**src/rtl/cav_demod.sv**
```systemverilog
// -----------------------------------------------------------------------------
// cav_demod
//
// Receive-side demodulator for the cavity mode model. An interleaved
// probe/reflected IF stream (one 19-bit sample per clock, probe when iq=1,
// reflected when iq=0) is mixed to baseband against a supplied LO cos/sin
// pair, boxcar-summed over navg+1 sample pairs, and handed out as one
// four-component result per window over a valid/ready handshake.
//
// Pipeline: input register (+1), product register (+2), accumulate (+3),
// result register (+4). enable, iq and navg travel down the pipe with their
// sample so every decision refers to the sample it belongs to.
//
// Ports
//   clk, rst_n          clock, asynchronous active-low reset
//   enable              low discards any partial window and idles the block
//   iq                  1 = probe sample, 0 = reflected sample
//   adc                 signed 19-bit IF sample
//   lo_cos, lo_sin      signed 18-bit LO vector, constant across a pair
//   navg                window length minus one (pairs), latched per window
//   out_ready           consumer accepts the current result
//   overrun_clr         clears the sticky overrun flag
//   out_valid           result registers hold an unconsumed window
//   probe_i/q, refl_i/q signed ACCW-bit window sums
//   overrun             sticky: a completed window was dropped
//   sync_err            one-cycle pulse on an iq alternation violation
// -----------------------------------------------------------------------------
module cav_demod #(
    parameter int ACCW = 28
) (
    input  logic                   clk,
    input  logic                   rst_n,
    input  logic                   enable,
    input  logic                   iq,
    input  logic signed [18:0]     adc,
    input  logic signed [17:0]     lo_cos,
    input  logic signed [17:0]     lo_sin,
    input  logic [7:0]             navg,
    input  logic                   out_ready,
    input  logic                   overrun_clr,
    output logic                   out_valid,
    output logic signed [ACCW-1:0] probe_i,
    output logic signed [ACCW-1:0] probe_q,
    output logic signed [ACCW-1:0] refl_i,
    output logic signed [ACCW-1:0] refl_q,
    output logic                   overrun,
    output logic                   sync_err
);

    typedef enum logic {
        S_IDLE  = 1'b0,
        S_ACCUM = 1'b1
    } state_t;

    // ------------------------------------------------------------------
    // Stage 1: input register
    // ------------------------------------------------------------------
    logic               s1_vld;
    logic               s1_iq;
    logic signed [18:0] s1_adc;
    logic signed [17:0] s1_cos;
    logic signed [17:0] s1_sin;
    logic [7:0]         s1_navg;

    // NOTE: every register below is written with <= so all stages update
    // from pre-edge values; blocking assignments here would collapse stages.
    always_ff @(posedge clk or negedge rst_n) begin
        if (!rst_n) begin
            s1_vld  <= 1'b0;
            s1_iq   <= 1'b0;
            s1_adc  <= '0;
            s1_cos  <= '0;
            s1_sin  <= '0;
            s1_navg <= '0;
        end else begin
            s1_vld  <= enable;
            s1_iq   <= iq;
            s1_adc  <= adc;
            s1_cos  <= lo_cos;
            s1_sin  <= lo_sin;
            s1_navg <= navg;
        end
    end

    // ------------------------------------------------------------------
    // Stage 2: mix to baseband, adc * (cos - j sin), floor-shifted by 17
    // ------------------------------------------------------------------
    logic signed [36:0] prod_i;
    logic signed [36:0] prod_q;
    logic signed [19:0] mix_i;
    logic signed [19:0] mix_q;

    // NOTE: every always_comb output gets a value on every path; assigning
    // all of them up front is what keeps latches from being inferred.
    always_comb begin
        prod_i = 37'(s1_adc) * 37'(s1_cos);
        prod_q = 37'(s1_adc) * 37'(s1_sin);
        // Bits [36:17] are the arithmetic shift by 17; the magnitude never
        // exceeds 2^18, so 20 signed bits hold both the value and its negation.
        mix_i  = prod_i[36:17];
        mix_q  = -prod_q[36:17];
    end

    logic               p_vld;
    logic               p_iq;
    logic signed [19:0] p_i;
    logic signed [19:0] p_q;
    logic [7:0]         p_navg;

    always_ff @(posedge clk or negedge rst_n) begin
        if (!rst_n) begin
            p_vld  <= 1'b0;
            p_iq   <= 1'b0;
            p_i    <= '0;
            p_q    <= '0;
            p_navg <= '0;
        end else begin
            p_vld  <= s1_vld;
            p_iq   <= s1_iq;
            p_i    <= mix_i;
            p_q    <= mix_q;
            p_navg <= s1_navg;
        end
    end

    // ------------------------------------------------------------------
    // Stage 3: window state machine and accumulators
    // ------------------------------------------------------------------
    state_t                state;
    logic                  last_iq;
    logic [7:0]            cnt;
    logic [7:0]            navg_lat;
    logic                  dump;
    logic signed [ACCW-1:0] acc_pi;
    logic signed [ACCW-1:0] acc_pq;
    logic signed [ACCW-1:0] acc_ri;
    logic signed [ACCW-1:0] acc_rq;
    logic signed [ACCW-1:0] ext_i;
    logic signed [ACCW-1:0] ext_q;
    logic signed [ACCW-1:0] base_pi;
    logic signed [ACCW-1:0] base_pq;
    logic signed [ACCW-1:0] base_ri;
    logic signed [ACCW-1:0] base_rq;

    // While a dump is pending the accumulators still hold the finished
    // window (the result stage reads them this cycle), so a probe sample
    // that opens the next window must add onto zero instead.
    always_comb begin
        ext_i   = ACCW'(p_i);
        ext_q   = ACCW'(p_q);
        base_pi = dump ? '0 : acc_pi;
        base_pq = dump ? '0 : acc_pq;
        base_ri = dump ? '0 : acc_ri;
        base_rq = dump ? '0 : acc_rq;
    end

    always_ff @(posedge clk or negedge rst_n) begin
        if (!rst_n) begin
            state    <= S_IDLE;
            last_iq  <= 1'b0;
            cnt      <= '0;
            navg_lat <= '0;
            dump     <= 1'b0;
            sync_err <= 1'b0;
            acc_pi   <= '0;
            acc_pq   <= '0;
            acc_ri   <= '0;
            acc_rq   <= '0;
        end else begin
            dump     <= 1'b0;
            sync_err <= 1'b0;
            if (!p_vld) begin
                // Disabled sample: drop the partial window.
                state  <= S_IDLE;
                cnt    <= '0;
                acc_pi <= '0;
                acc_pq <= '0;
                acc_ri <= '0;
                acc_rq <= '0;
            end else if (state == S_IDLE || p_iq == last_iq) begin
                // Either waiting for a window start, or an alternation
                // violation. Outside IDLE a violation is flagged and the
                // partial window discarded; a probe sample starts afresh.
                if (state == S_ACCUM) begin
                    sync_err <= 1'b1;
                end
                cnt     <= '0;
                acc_ri  <= '0;
                acc_rq  <= '0;
                last_iq <= p_iq;
                if (p_iq) begin
                    state    <= S_ACCUM;
                    navg_lat <= p_navg;
                    acc_pi   <= ext_i;
                    acc_pq   <= ext_q;
                end else begin
                    state  <= S_IDLE;
                    acc_pi <= '0;
                    acc_pq <= '0;
                end
            end else if (p_iq) begin
                // Probe half of a pair; directly after a dump this is the
                // first sample of the next window.
                if (dump) begin
                    navg_lat <= p_navg;
                end
                acc_pi  <= base_pi + ext_i;
                acc_pq  <= base_pq + ext_q;
                acc_ri  <= base_ri;
                acc_rq  <= base_rq;
                last_iq <= 1'b1;
            end else begin
                // Reflected half closes a pair.
                acc_ri  <= acc_ri + ext_i;
                acc_rq  <= acc_rq + ext_q;
                last_iq <= 1'b0;
                if (cnt == navg_lat) begin
                    dump <= 1'b1;
                    cnt  <= '0;
                end else begin
                    cnt <= cnt + 8'd1;
                end
            end
        end
    end

    // ------------------------------------------------------------------
    // Stage 4: result registers and handshake
    // ------------------------------------------------------------------
    logic drop;
    assign drop = dump && out_valid && !out_ready;

    always_ff @(posedge clk or negedge rst_n) begin
        if (!rst_n) begin
            out_valid <= 1'b0;
            overrun   <= 1'b0;
            probe_i   <= '0;
            probe_q   <= '0;
            refl_i    <= '0;
            refl_q    <= '0;
        end else begin
            if (dump && (!out_valid || out_ready)) begin
                out_valid <= 1'b1;
                probe_i   <= acc_pi;
                probe_q   <= acc_pq;
                refl_i    <= acc_ri;
                refl_q    <= acc_rq;
            end else if (out_valid && out_ready) begin
                out_valid <= 1'b0;
            end
            // A drop in the same cycle as a clear leaves the flag set.
            overrun <= drop | (overrun & ~overrun_clr);
        end
    end

endmodule

```
**config.mk**
```make
export PLATFORM = sky130hd
export DESIGN_NAME = cav_demod
export DESIGN_NICKNAME = d
export VERILOG_FILES = /design/src/rtl/cav_demod.sv
export SDC_FILE = /design/constraint.sdc
export NUM_CORES = 2
export LEC_CHECK = 0
export ABC_AREA = 1
export CAP_MARGIN = 20
export CORE_MARGIN = 8
export CORE_UTILIZATION = 60
export DETAILED_ROUTE_END_ITERATION = 7
export PLACE_DENSITY = 0.89
export SYNTH_ARGS = -nofsm -noshare
export SYNTH_HDL_FRONTEND = slang
export SYNTH_SLANG_ARGS = --single-unit
```
**constraint.sdc**
```tcl
create_clock -name clk -period 15.3 [get_ports clk]
set_input_delay 3.06 -clock clk [delete_from_list [all_inputs] [get_ports clk]]
set_output_delay 3.06 -clock clk [all_outputs]
set_load 0.01 [all_outputs]
```
* Yosys cells after proc, flatten, opt, wreduce, memory -nomap -nowiden
Index checks and enable logic that the tools add are counted.
** Storage, ports and cells
- Bits in registers :: 361
- Input bits :: 69
- Output and inout port bits :: 115
- Word-level logic and storage cells :: 94
** Operators by class
- Bitwise logic cells :: 4
- Add/subtract/negate cells :: 6
- Eq/ne operators :: 6
- Reductions and logical operators :: 11
- Multiplexer cells :: 38
- Multipliers :: 2
** Operator list (count)
- $mux 28 :: 17
- $add 28x20->28 :: 4
- $mul 19x18->37 :: 2
- $mux 8 :: 8
- $neg 20->20 :: 1
- $mux 1 :: 13
- $add 8x1->8 const B :: 1
- $eq 8x8->1 :: 1
- $logic_and 1x1->1 :: 4
- $ne 4x2->1 const B :: 1
- $reduce_bool 2->1 :: 2
- $ne 3x1->1 const B :: 1
- $ne 3x2->1 const B :: 1
- $reduce_and 3->1 :: 1
- $logic_not 1->1 :: 2
- $logic_or 1x1->1 :: 2
- $ne 2x1->1 const B :: 1
- $not 1->1 :: 2
- $and 1x1->1 :: 1
- $eq 1x1->1 :: 1
- $or 1x1->1 :: 1

* Logic depth before layout (Yosys ltp)
- Depth after elaboration :: 5
- Gate-level depth with buffers :: 35
- Mapped depth without buffers :: 33

* Least setup slack after synthesis
Ideal clock, no wire load.
- Kind :: flip-flop to flip-flop
- Start point :: register s1_sin[4]
- End point :: register p_q[18]
- Buffers on the path :: 2
- Required time :: 15183 ps
- Path slack :: 9177 ps
- Cell stages (with the launch flop) :: 31
- Library setup time :: 117 ps
- Arrival :: 6006 ps
- Path through :: dfrtp_1 -> clkbuf_1 -> clkbuf_1 -> nand2_1 -> fa_1 -> fa_1 -> inv_1 -> fa_1 -> fa_1 -> fa_1 -> inv_1 -> fa_1 -> inv_1 -> ha_1 -> nand2_1 -> inv_1 -> nand2_2 -> inv_1 -> nand2_1 -> nand2_1 -> inv_1 -> nand2_1 -> xnor2_1 -> ha_1 -> nand3_1 -> nor2_4 -> nand3_1 -> nor2_1 -> nand3_1 -> nand2_1 -> nand2_1
** Between the ends
- Word-level cells in the longest chain between the ends :: 2
** Ends and longest elaborated chain
- start: declaration :: RTL line 62 : logic signed [17:0] s1_sin;
- start signal: assignment :: RTL line 80 : s1_sin <= lo_sin;
- $mul 19x18->37 :: RTL line 97 : prod_q = 37'(s1_adc) * 37'(s1_sin);
- $neg 20->20 :: RTL line 101 : mix_q = -prod_q[36:17];
- via mix_q[18] :: RTL line 91 : logic signed [19:0] mix_q;
- end signal: assignment :: RTL line 121 : p_q <= mix_q;
- end: declaration :: RTL line 107 : logic signed [19:0] p_q;
The timed path passes the listed nets, and every way through them passes these cells.
A chain may end at the register's enable or synchronous reset.

* Final worst setup path
- Start point :: register s1_sin[0]
- End point :: register p_q[16]
The elaborated chain is that of the path after synthesis.

==> flow_metrics.tcl <==
set metrics [dict create \
    setup_violations 0 \
    mostFrequentLayoutCell "inv_1" \
    die_area_um2 84500 \
    track_usage 0.296 \
    numCtsBuffers 42 \
    ys_warn_count 0 \
    synth_area_um2 45300 \
    std_cell_rows 100 \
    clk_pin_slew_ns 0.06 \
    drive_above_1_share 0.0306 \
    syn_nets 6778 \
    path_common_cell "nand2_1" \
    crit_slowest_cell "dfrtp_1" \
    synthToLayoutAreaGrowth_pct 8.77 \
    drtAntennaViolNets 0 \
    worstReg2RegStart "s1_sin[0]$_DFF_PN0_" \
    holdPathEnd "p_navg[2]$_DFF_PN0_" \
    num_io_pins 184 \
    routabilityCongestion 0.987 \
    drt_iter0_markers 3081 \
    finalClockSkew_ns 0.0327 \
    avgSynthCellArea_um2 7.91 \
    fin_crit_ns 6.99 \
    cts_resized 0 \
    holdBufCountCts 0 \
    fin_tns_setup_ns 0 \
    hold_viol_final 0 \
    antenna_found_initial 1 \
    slew_violations 0 \
    cts.sinks 361 \
    gr-total-overflow 0 \
    dr_total_vias 37726 \
    wl_per_cell_um 18.5 \
    dieWidth_um 291 \
    ys_ff_latch 361 \
    cts_tree "yes" \
    grt_max_degree 117 \
    ys_seq_area_frac 0.200 \
    worst-setup-path-type "flip-flop to flip-flop" \
    clk_latency_ns 0.61 \
    fmax_ghz 0.143 \
    cts_max_level 2 \
    cp-start-kind "flip-flop" \
    cts_buffer_depth 3 \
    core_area_um2 74600 \
    worstPathArrival_ns 7.49 \
    reg2reg_to "p_q[16]$_DFF_PN0_" \
    cp_max_fo 18 \
    hp-start "s1_navg[2]$_DFF_PN0_" \
    rsz0062_at_grt "false" \
    grt_pass1_vias 39513 \
    status "completed" \
    final_cell_mix "inv_1 (1394), nand2_1 (1392), fa_1 (692)" \
    max-cap-violations 0 \
    cts.root.buffer_cell "clkbuf_16" \
    ys_types 54 \
    hpwlAfterDp_um 97600 \
    finalCritPeriodShare 0.457 \
    die_y_um 291 \
    max_stage_delay_ns 0.85 \
    hold_class "flip-flop to flip-flop" \
    postCtsSetupBuffers 0 \
    grt_pass1_wl_um 203000 \
    port_buffers 183 \
    nets 6838 \
    critPathCaptureType "flip-flop" \
    drtPass1Iterations 6 \
    finalWirelength_um 125000 \
    via_per_inst 5.56 \
    synthCells 5727 \
    worstMarginPinSlew_ns 0.993 \
    r2r_slack_ns 8.31 \
    start_util 0.607 \
    drc 0 \
    slew_headroom 0.338 \
    cp.required_ns 15.80 \
    reg2regPathDepth 29 \
    hold_path_depth 0 \
]
-- cell usage after synthesis (all sizes together) --
cell type,count,area share
a32o,1,0.00022
clkinv,2,0.00017
nand3b,4,0.00066
o21a,8,0.0013
nor3b,2,0.00033
o22ai,36,0.0050
o221ai,8,0.0015
inv,1397,0.12
nand4,34,0.0047
a21oi,229,0.025
a21o,13,0.0022
a31o,2,0.00039
mux2,12,0.0030
nor3,34,0.0040
ha,290,0.080
xor2,48,0.0097
or2,19,0.0026
nand2b,1,0.00014
o21bai,13,0.0022
nor2,325,0.028
nand3,123,0.014
xnor2,41,0.0079
clkbuf,180,0.015
nand2,1405,0.12
a31oi,13,0.0018
o21ai,357,0.039
a211oi,4,0.00066
o221a,1,0.00025
o211ai,22,0.0036
and2,3,0.00041
dfrtp,361,0.20
fa,692,0.31
and3,3,0.00041
buf,25,0.0025
o2111ai,3,0.00058
a221oi,1,0.00019
a21boi,6,0.00099
nor4,5,0.00069
o31ai,2,0.00033
o211a,2,0.00044
-- kinds of logic after synthesis --
group                      count (synthesis)  synth area share
and+or+nand+nor                         1958             0.174
buffers and inverters                   1604             0.133
adders and majority gates                982             0.386
AOI/OAI and AO/OA                        721            0.0864
DFF                                      361             0.200
xor gates and xnor gates                  89            0.0176
muxes                                     12           0.00298
-- per-layer routing --
layer  track usage  wire length (µm)
met2         0.508             60800
met1         0.368             48200
met4         0.124              5840
met3        0.0535             10500
met5       0.00464                50
-- through the flow --
step | util | hold WS, ns | worst slack [ns] | std cells | area [µm²]
global route | 0.660 | 0.363 | 7.77 | 6789 | 49200
finish | 0.660 | 0.348 | 8.31 | 6790 | 49200
detailed placement | 0.641 | 0.337 | 8.41 | 6712 | 47800
CTS | 0.660 | 0.350 | 8.33 | 6789 | 49200
floorplan | - | 0.331 | 9.18 | 5727 | 45300
global placement | 0.641 | 0.334 | 8.53 | 6712 | 47800
-- worst max-delay path, delay by kind of cell (launching register included) --
kind	cells	cell delay [ns]
adders and majority gates	7	3.37
AOI/OAI and AO/OA	2	0.38
buffers and inverters	8	1.00
DFF	1	0.85
and+or+nand+nor	12	1.30
-- layout make-up --
cell class	instances	area [µm²]
multi-input combinational	3762	30200
fill	5875	25300
sequential	361	9030
inverter	1399	5250
timing repair buffer	221	2120
tap	969	1210
clock buffer	55	1150
clock inverter	22	263
antenna	1	2.50
-- worst max path at each step --
stage | startpoint | to
6_report | s1_sin[0]$_DFF_PN0_ | p_q[16]$_DFF_PN0_
4_1_cts | s1_sin[0]$_DFF_PN0_ | p_q[16]$_DFF_PN0_
5_1_grt | s1_sin[0]$_DFF_PN0_ | p_q[16]$_DFF_PN0_
3_3_place_gp | s1_sin[0]$_DFF_PN0_ | p_q[19]$_DFF_PN0_
2_1_floorplan | s1_sin[4]$_DFF_PN0_ | p_q[18]$_DFF_PN0_
3_5_place_dp | s1_sin[0]$_DFF_PN0_ | p_q[16]$_DFF_PN0_
-- registers in the layout, summed over array words and instances, names as in the netlist, 8 cells and up --
signal    flops
refl_q       28
acc_rq       28
s1_cos       18
cnt           8
acc_ri       28
acc_pi       28
navg_lat      8
acc_pq       28
probe_q      28
s1_adc       19
s1_navg       8
p_navg        8
s1_sin       18
p_i          20
p_q          20
probe_i      28
refl_i       28
Power is not shown: default switching activity piles up to over one toggle a cycle in this logic, so the estimate is an artifact.
